### config.mk
export PLATFORM = sky130hd
export DESIGN_NAME = buffer_rr_scheduler
export DESIGN_NICKNAME = d
export VERILOG_FILES = /design/src/rtl/router_pkg.sv /design/src/rtl/rr_pick.sv /design/src/rtl/buffer_rr_scheduler.sv
export SDC_FILE = /design/constraint.sdc
export NUM_CORES = 1
export LEC_CHECK = 0
export ABC_AREA = 1
export ABC_CLOCK_PERIOD_IN_PS = 2310
export CORE_AREA = 2 2 130 132
export CTS_CLUSTER_SIZE = 20
export DETAILED_ROUTE_END_ITERATION = 6
export DIE_AREA = 0 0 132 134
export PLACE_DENSITY = 0.71
export SLEW_MARGIN = 0
export SYNTH_ARGS = -nofsm -noshare
export SYNTH_HDL_FRONTEND = slang
export SYNTH_SLANG_ARGS = --single-unit
### constraint.sdc
create_clock -name clk_i -period 2.31 [get_ports clk_i]
set_clock_uncertainty 0.1 [all_clocks]
set_input_delay 0.3465 -clock clk_i [delete_from_list [all_inputs] [get_ports clk_i]]
set_output_delay 0.3465 -clock clk_i [all_outputs]
set_load 0.02 [all_outputs]
### src/rtl/router_pkg.sv
// ---------------------------------------------------------------------------
// router_pkg
// Shared types and helpers for the router arbitration blocks.
//   sched_state_t : scheduler FSM states (IDLE waits for a requester,
//                   BURST forwards words from the granted FIFO)
//   clog2         : ceiling log2 with a floor of 1. Every index or counter
//                   built from it is at least one bit wide.
// ---------------------------------------------------------------------------
package router_pkg;

  typedef enum logic {
    IDLE  = 1'b0,
    BURST = 1'b1
  } sched_state_t;

  // Smallest width (minimum 1) that can hold values 0 .. value-1.
  function automatic int clog2(input int value);
    int w;
    w = 1;
    while ((1 << w) < value) begin
      w = w + 1;
    end
    return w;
  endfunction

endpackage

### src/rtl/rr_pick.sv
// ---------------------------------------------------------------------------
// rr_pick
// Combinational round-robin picker shared by the router arbiters.
// Returns the first requesting index found by scanning ptr, ptr+1, ...
// modulo NUM_IN.
//   req_i     : request vector, bit i = requester i
//   ptr_i     : index with highest priority this cycle
//   gnt_idx_o : chosen index (equals ptr_i when nothing requests)
//   any_o     : at least one request is present
// ---------------------------------------------------------------------------
module rr_pick #(
  parameter int NUM_IN = 4,
  parameter int PTR_W  = 2
) (
  input  logic [NUM_IN-1:0] req_i,
  input  logic [PTR_W-1:0]  ptr_i,
  output logic [PTR_W-1:0]  gnt_idx_o,
  output logic              any_o
);

  logic [PTR_W-1:0] candIdx;

  // Walk the offsets from farthest to nearest. The last match written is
  // then the requester closest to ptr_i in round-robin order.
  always_comb begin
    gnt_idx_o = ptr_i;
    candIdx   = '0;
    any_o     = |req_i;
    for (int k = NUM_IN - 1; k >= 0; k--) begin
      candIdx = PTR_W'((int'(ptr_i) + k) % NUM_IN);
      if (req_i[candIdx]) begin
        gnt_idx_o = candIdx;
      end
    end
  end

endmodule

### src/rtl/buffer_rr_scheduler.sv
// ---------------------------------------------------------------------------
// buffer_rr_scheduler
// Shares one output link among NUM_IN input FIFOs. One FIFO is granted in
// round-robin order. The scheduler pops up to BURST_LEN words from it into a
// registered valid/ready output stage and then re-arbitrates. Holding the
// grant for a whole burst keeps multi-flit messages contiguous.
//   clk_i          : clock
//   rst_i          : synchronous, active-high reset
//   fifo_empty_i   : per-FIFO empty flag
//   fifo_data_i    : per-FIFO head word, FIFO i at [i*DATA_WIDTH +: DATA_WIDTH]
//   fifo_consume_o : pop strobe, one-hot or zero
//   out_data_o     : registered forwarded word
//   out_valid_o    : out_data_o holds a word
//   out_src_o      : FIFO index that supplied out_data_o
//   out_ready_i    : downstream accepts out_data_o this cycle
//   busy_o         : a grant is active
// ---------------------------------------------------------------------------
module buffer_rr_scheduler
  import router_pkg::*;
#(
  parameter int NUM_IN     = 4,
  parameter int DATA_WIDTH = 64,
  parameter int BURST_LEN  = 4
) (
  input  logic                         clk_i,
  input  logic                         rst_i,
  input  logic [NUM_IN-1:0]            fifo_empty_i,
  input  logic [NUM_IN*DATA_WIDTH-1:0] fifo_data_i,
  output logic [NUM_IN-1:0]            fifo_consume_o,
  output logic [DATA_WIDTH-1:0]        out_data_o,
  output logic                         out_valid_o,
  output logic [clog2(NUM_IN)-1:0]     out_src_o,
  input  logic                         out_ready_i,
  output logic                         busy_o
);

  localparam int PTR_W = clog2(NUM_IN);
  localparam int CNT_W = clog2(BURST_LEN + 1);

  sched_state_t          state_q;
  logic [PTR_W-1:0]      rrPtr_q;
  logic [PTR_W-1:0]      rrPtr_d;
  logic [PTR_W-1:0]      grant_q;
  logic [CNT_W-1:0]      burstCnt_q;
  logic [CNT_W-1:0]      burstCnt_d;
  logic                  outValid_q;
  logic [DATA_WIDTH-1:0] outData_q;
  logic [PTR_W-1:0]      outSrc_q;

  logic                  canLoad;
  logic                  grantEmpty;
  logic                  pop;
  logic [PTR_W-1:0]      pickIdx;
  logic                  pickAny;
  logic [DATA_WIDTH-1:0] fifoWord [NUM_IN];

  // The picker only runs while idle. The empty flags are inverted into
  // request lines, and the scan starts at the round-robin pointer.
  rr_pick #(
    .NUM_IN (NUM_IN),
    .PTR_W  (PTR_W)
  ) u_pick (
    .req_i     (~fifo_empty_i),
    .ptr_i     (rrPtr_q),
    .gnt_idx_o (pickIdx),
    .any_o     (pickAny)
  );

  // Split the flattened head-word bus into an array. The granted FIFO's
  // word can then be selected with a plain index.
  always_comb begin
    for (int i = 0; i < NUM_IN; i++) begin
      fifoWord[i] = fifo_data_i[i*DATA_WIDTH +: DATA_WIDTH];
    end
  end

  // Pop decision for the current cycle. The FIFO head is combinational, so
  // the consume strobe and the data capture happen on the same edge. Reset
  // masks the strobe so that no word is lost while the grant is dropped.
  always_comb begin
    canLoad        = ~outValid_q | out_ready_i;
    grantEmpty     = fifo_empty_i[grant_q];
    pop            = (state_q == BURST) & canLoad & ~grantEmpty & ~rst_i;
    burstCnt_d     = burstCnt_q + 1'b1;
    rrPtr_d        = (grant_q == PTR_W'(NUM_IN - 1)) ? '0 : grant_q + 1'b1;
    fifo_consume_o = pop ? (NUM_IN'(1) << grant_q) : '0;
  end

  // Scheduler FSM plus output register. A pop always refills the output
  // stage, even when the current word is leaving in the same cycle. The
  // stage empties only when its word is taken and nothing replaces it. The
  // grant is released when the burst quota is reached, or when the source
  // turns out to be empty in a cycle where a word could have been taken.
  // A stalled output simply freezes everything.
  always_ff @(posedge clk_i) begin
    if (rst_i) begin
      state_q    <= IDLE;
      rrPtr_q    <= '0;
      grant_q    <= '0;
      burstCnt_q <= '0;
      outValid_q <= 1'b0;
      outData_q  <= '0;
      outSrc_q   <= '0;
    end else begin
      if (pop) begin
        outData_q  <= fifoWord[grant_q];
        outSrc_q   <= grant_q;
        outValid_q <= 1'b1;
      end else if (outValid_q && out_ready_i) begin
        outValid_q <= 1'b0;
      end

      case (state_q)
        IDLE: begin
          if (pickAny) begin
            grant_q    <= pickIdx;
            burstCnt_q <= '0;
            state_q    <= BURST;
          end
        end
        BURST: begin
          if (pop) begin
            burstCnt_q <= burstCnt_d;
            if (burstCnt_d == CNT_W'(BURST_LEN)) begin
              state_q <= IDLE;
              rrPtr_q <= rrPtr_d;
            end
          end else if (canLoad && grantEmpty) begin
            state_q <= IDLE;
            rrPtr_q <= rrPtr_d;
          end
        end
        default: state_q <= IDLE;
      endcase
    end
  end

  assign out_data_o  = outData_q;
  assign out_valid_o = outValid_q;
  assign out_src_o   = outSrc_q;
  assign busy_o      = (state_q == BURST);

endmodule

Word-level counts from Yosys, hierarchy flattened
Cells that the tools add are included.
{"block": "word_totals", "ff_bits": 75, "inputBits": 263, "out_inout_bits": 72}
{"block": "op_classes", "add_sub_neg": 5, "n_lt_le_gt_ge": 6, "eq_ne": 5, "shift": 1, "n_mux": 32, "bitwise": 10, "n_reduce_logical": 8}
{"operator": "64-bit binary-select mux with 2-bit select", "n": 1}
{"operator": "64-bit 2-to-1 mux", "n": 2}
{"operator": "2-bit 2-to-1 mux", "n": 8}
{"operator": "2-bit by 3-bit < comparator with 1-bit output (second input constant)", "n": 5}
{"operator": "1-bit 2-to-1 mux", "n": 11}
{"operator": "1-bit binary-select mux with 2-bit select", "n": 5}
{"operator": "3-bit 2-to-1 mux", "n": 2}
{"operator": "3-bit one-hot mux with 2 select lines", "n": 1}
{"operator": "2-bit by 1-bit adder with 2-bit output (second input constant)", "n": 2}
{"operator": "2-bit adder (second input constant)", "n": 2}
{"operator": "4-bit 2-to-1 mux", "n": 1}
{"operator": "2-bit by 1-bit inequality test with 1-bit output (second input constant)", "n": 2}
{"operator": "1-bit NOT", "n": 4}
{"operator": "4-bit NOT", "n": 1}
{"operator": "2-bit AND reduction", "n": 2}
{"operator": "2-bit nonzero test", "n": 2}
{"operator": "4-bit OR reduction", "n": 1}
{"operator": "1-bit by 2-bit << shifter with 4-bit output (first input constant)", "n": 1}
{"operator": "3-bit by 1-bit adder with 3-bit output (second input constant)", "n": 1}
{"operator": "1-bit AND", "n": 3}
{"operator": "3-bit == test (second input constant)", "n": 1}
{"operator": "3-bit greater-or-equal comparator (second input constant)", "n": 1}
{"operator": "2-bit NOT with 3-bit output", "n": 1}
{"operator": "3-bit AND reduction", "n": 1}
{"operator": "5 further kinds", "n": 6}

Logic depth before layout (Yosys ltp)
{"block": "depth", "depth_word": 7, "mapped_depth": 11}

Modules after synthesis
A second synthesis with hierarchy kept.
{"block": "hier_totals", "cells_unflattened": 898, "hier_area_um2": 5096.1}
{"module": "buffer_rr_scheduler", "instances": 1, "cells_each": 848, "area_each_um2": 4878.4}
{"module": "rr_pick", "instances": 1, "cells_each": 50, "area_each_um2": 217.7}

Least setup slack after synthesis
OpenSTA, ideal clock, no wires.
{"block": "synth_path", "path_type": "register -> output", "from": "register grant_q[1]", "to": "output fifo_consume_o[0]", "arrival_ps": 1489, "slack_ps": 375, "stages_incl_launch_ff": 7, "n_path_buf": 2, "path_cell_list": "dfxtp_1 > inv_1 > clkbuf_1 > clkbuf_1 > ha_1 > inv_1 > nor2_1"}
{"block": "synth_between", "elab_chain_cells": 6, "word_cells_on_any_way": 7, "classes_between": "shift: 1; mux: 3; bitwise: 3"}
{"element": "start, declared", "line_no": "buffer_rr_scheduler.sv:43", "rtl": "logic [PTR_W-1:0] grant_q;"}
{"element": "start signal, assigned", "line_no": "buffer_rr_scheduler.sv:116", "rtl": "grant_q <= pickIdx;"}
{"element": "1-bit binary-select mux with 2-bit select", "line_no": "buffer_rr_scheduler.sv:82", "rtl": "grantEmpty = fifo_empty_i[grant_q];"}
{"element": "1-bit 2-to-1 mux (implied by the code)", "line_no": "buffer_rr_scheduler.sv:82"}
{"element": "1-bit NOT", "line_no": "buffer_rr_scheduler.sv:83", "rtl": "pop = (state_q == BURST) & canLoad & ~grantEmpty & ~rst_i;"}
{"element": "1-bit AND (2 in a row)", "line_no": "buffer_rr_scheduler.sv:83"}
{"element": "4-bit 2-to-1 mux (*)", "line_no": "buffer_rr_scheduler.sv:86", "rtl": "fifo_consume_o = pop ? (NUM_IN'(1) << grant_q) : '0;"}
{"element": "end, declared", "line_no": "buffer_rr_scheduler.sv:29", "rtl": "output logic [NUM_IN-1:0] fifo_consume_o,"}
Every way passes the cells marked *; elsewhere a longest branch is shown, timed or not. The select of a mux whose other input is x is not followed.

Worst setup path in the final report
{"block": "layout_path", "from": "input fifo_empty_i[3]", "to": "output fifo_consume_o[2]"}
{"block": "layout_between", "elab_chain_cells": 6}
{"element": "start, declared", "line_no": "buffer_rr_scheduler.sv:27", "rtl": "input logic [NUM_IN-1:0] fifo_empty_i,"}
{"element": "1-bit binary-select mux with 2-bit select", "line_no": "buffer_rr_scheduler.sv:82"}
{"element": "1-bit 2-to-1 mux (implied by the code)", "line_no": "buffer_rr_scheduler.sv:82"}
{"element": "1-bit NOT", "line_no": "buffer_rr_scheduler.sv:83"}
{"element": "1-bit AND (2 in a row)", "line_no": "buffer_rr_scheduler.sv:83"}
{"element": "4-bit 2-to-1 mux", "line_no": "buffer_rr_scheduler.sv:86"}
No other way between the ends. The select of a mux whose other input is x is not followed.

==> results.py <==
metrics = {
    "floorplan": {
        "die_x_um": 132,
        "fp.dieH_um": 134,
        "dieArea_mm2": 0.0177,
        "ios": 335,
        "core_mm2": 0.0163,
        "start_util_pct": 28.7,
        "rows": 47,
    },
    "cells_and_area": {
        "post-route-util_pct": 52.0,
        "synthToLayoutAreaGrowth_pct": 81.3,
        "fin_area_mm2": 0.00846,
        "mostFrequentLayoutCell": "clkdlybuf4s50_1",
        "antenna_cells": 0,
        "final_cells": 1300,
        "drive_gt1_share_pct": 4.54,
        "nNetsFinal": 1344,
        "layout_common_cells": "330 x clkdlybuf4s50_1, 262 x nor2_1, 189 x o21ai_0",
    },
    "worst_setup_path": {
        "r2r_setup_slack_ns": 0.31,
        "crit_required_ns": 1.86,
        "r2r-end": "out_data_o[1]",
        "cp-start-kind": "input port",
        "path_max_fanout": 5,
        "cp_top_family": "buffers and inverters",
        "cpMostUsedCell": "nand2_1",
        "startpoint": "fifo_empty_i[3]",
        "cp_cell_sequence": "clkdlybuf4s50_1 -> nand2_1 -> nand3_1 -> nand2_1 -> nand2_2 -> nor2_4 -> inv_2 -> nor2_1 -> clkdlybuf4s15_2",
        "worst_path_max_delay_cell": "clkdlybuf4s50_1",
        "cpPeakStageDelay_ns": 0.49,
        "crit_end": "fifo_consume_o[2]",
        "worstPathArrival_ns": 1.74,
        "critPathBufInv": 3,
        "end_kind": "output pin",
        "crit_type": "input port to output pin",
        "rr_startpoint": "grant_q[0]",
        "reg2reg_depth": 9,
        "cp.depth": 9,
    },
    "placed_design": {
        "dp_hpwl_um": 14300,
        "dp.cells": 1281,
        "placed_area_mm2": 0.00816,
        "gp_congestion": 0.855,
        "io_buffer_count": 334,
    },
    "synthesis": {
        "synth_area_mm2": 0.00467,
        "synthCells": 772,
        "synthXorXnorAreaFrac_pct": 0,
        "synth_seq_cells": 75,
        "synth_top_family_by_area": "compound AO/OA/AOI/OAI gates",
        "synth.yosys.warnings": 0,
        "syn-num-nets": 1041,
        "synth_cell_types": 23,
        "synth-compound-area-share_pct": 30.9,
        "synth-seq-area-share_pct": 32.2,
        "post_synth_and_or_nand_nor_area_fraction_pct": 27.3,
        "synth_fa_ha_area_share_pct": 1.61,
        "synthMuxAreaShare_pct": 0.214,
        "synth_area_per_cell_um2": 6.05,
    },
    "clock_network": {
        "ctsLongestPathBuffers": 2,
        "clock_latency_ns": 0.34,
        "numCtsBuffers": 9,
        "ctsHoldBuffers": 0,
        "htree_levels": 3,
        "clock_sinks": 75,
        "cts-root-buf": "clkbuf_16",
        "cts_tree": "yes",
        "clk_pin_slew_ns": 0.06,
    },
    "pwr": {
        "pwr-share-comb_pct": 45.5,
        "peakVddDrop_uv": 357,
        "switching_power_mw": 2.04,
        "p_clk_share_pct": 25.8,
        "seqPwrFrac_pct": 28.7,
        "power_density_mw_per_mm2": 643,
        "intPower_mw": 3.40,
        "p_sw_share_pct": 37.5,
        "power.total_mw": 5.44,
        "p_leak_nw": 3.34,
    },
    "timing": {
        "fmax_ghz": 0.458,
        "hold_viol": 0,
        "rsz0062_at_grt": "no",
        "hold_slack_ns": 0.371,
        "period_share_pct": 94.5,
        "finalSetupViolCount": 0,
        "relSlewSlack_pct": 50.5,
        "max_slew.worst_pin.slew_ns": 0.742,
        "fin_crit_ns": 2.18,
        "slew_violations": 0,
    },
    "drt": {
        "drt_iter0_drc": 418,
        "post_drt_wl_per_cell_um": 15.3,
        "drc_errors": 0,
        "num_vias": 6259,
        "ant_nets": 0,
        "drt-vias-per-instance": 4.81,
        "first_pass_iters": 4,
        "drt-total-wl_um": 19900,
    },
    "grt": {
        "grt_overflow": 0,
        "grt_usage_pct": 21.6,
        "grt_max_degree": 97,
        "grt_pass1_vias": 5926,
        "antenna_found_initial": 0,
        "grt_pass1_wl_um": 30900,
    },
    "hold_path": {
        "min_path_type": "register to register",
    },
    "flow_run": {
        "drv_cap": 0,
    },
    "outcome": {
        "status": "complete, no violations",
    },
}
## worst min-delay path by stage
stage,from,endpoint,cells after the start
3_5_place_dp,out_src_o[0],out_src_o[0],2
5_1_grt,out_src_o[0],out_src_o[0],2
3_3_place_gp,burstCnt_q[0],burstCnt_q[0],1
6_report,out_src_o[0],out_src_o[0],2
2_1_floorplan,rst_i,burstCnt_q[1],1
4_1_cts,out_src_o[0],out_src_o[0],2
## routing by layer
metal	global-route usage (%)	share of wire (%)	up-vias
met2	36.9	50	191
met3	5.82	5.7	44
met1	26.1	41	2825
li1	-	-	3199
met5	0	0	-
met4	8.33	3.1	0
## cells in the mapped netlist, drive strengths merged
library cell,instances,share of area [%]
a21oi,7,0.75
a31oi,31,4.2
and2,2,0.27
buf,27,3.0
clkbuf,37,3.0
clkinv,2,0.16
dfxtp,75,32
ha,6,1.6
inv,21,1.7
mux2i,1,0.21
nand2,55,4.5
nand3,10,1.1
nand4,1,0.13
nor2,263,21
o21ai,200,21
o22ai,34,4.6
## registers in the layout (all words and copies together) (netlist names)
name / count
out_src_o: 2
burstCnt_q: 3
out_valid_o: 1
rrPtr_q: 2
grant_q: 2
busy_o: 1
out_data_o: 64
## cell type report
class                      instances  area, um2
timing repair buffer             356       3500
clock buffer                      10        229
multi-input combinational        610       2800
inverter                          23       87.6
tap                              220        275
fill                            1641       7830
sequential                        75       1510
clock inverter                     6       66.3
## tightest hold or removal path, delay by kind of cell, from the launching register on
kind | cells | cell delay (ns)
flip-flops | 1 | 0.30
AND/OR/NAND/NOR | 1 | 0.07
AO/OA/AOI/OAI | 1 | 0.05
## logic make-up after synthesis
group	after synthesis
AOI/OAI and AO/OA	272
DFF	75
muxes	1
and+or+nand+nor	331
buffers and inverters	87
adders and majority gates	6
## repair_timing
action | CTS | global route
endpoints found under the setup margin | 4 | 68
buffers inserted | 0 | 3
gates resized for setup | 7 | 6
## per-stage QoR
step	setup TNS, ns	setup WS, ns
finish	0	0.127
global route	0	0.00377
CTS	0	0.00470
detailed placement	-10.71	-0.226
global placement	-6.95	-0.182
floorplan	0	0.375
## power groups by stage
stage / logic [mW] / clock network, mW / registers, mW
after floorplan: 1.21 / 0 / 1.74
after global placement: 2.44 / 0 / 1.59
after detailed placement: 2.45 / 0 / 1.59
after CTS: 2.46 / 1.45 / 1.57
after global routing: 2.74 / 1.51 / 1.58
final: 2.48 / 1.40 / 1.56
(Power assumes the default switching activity.)
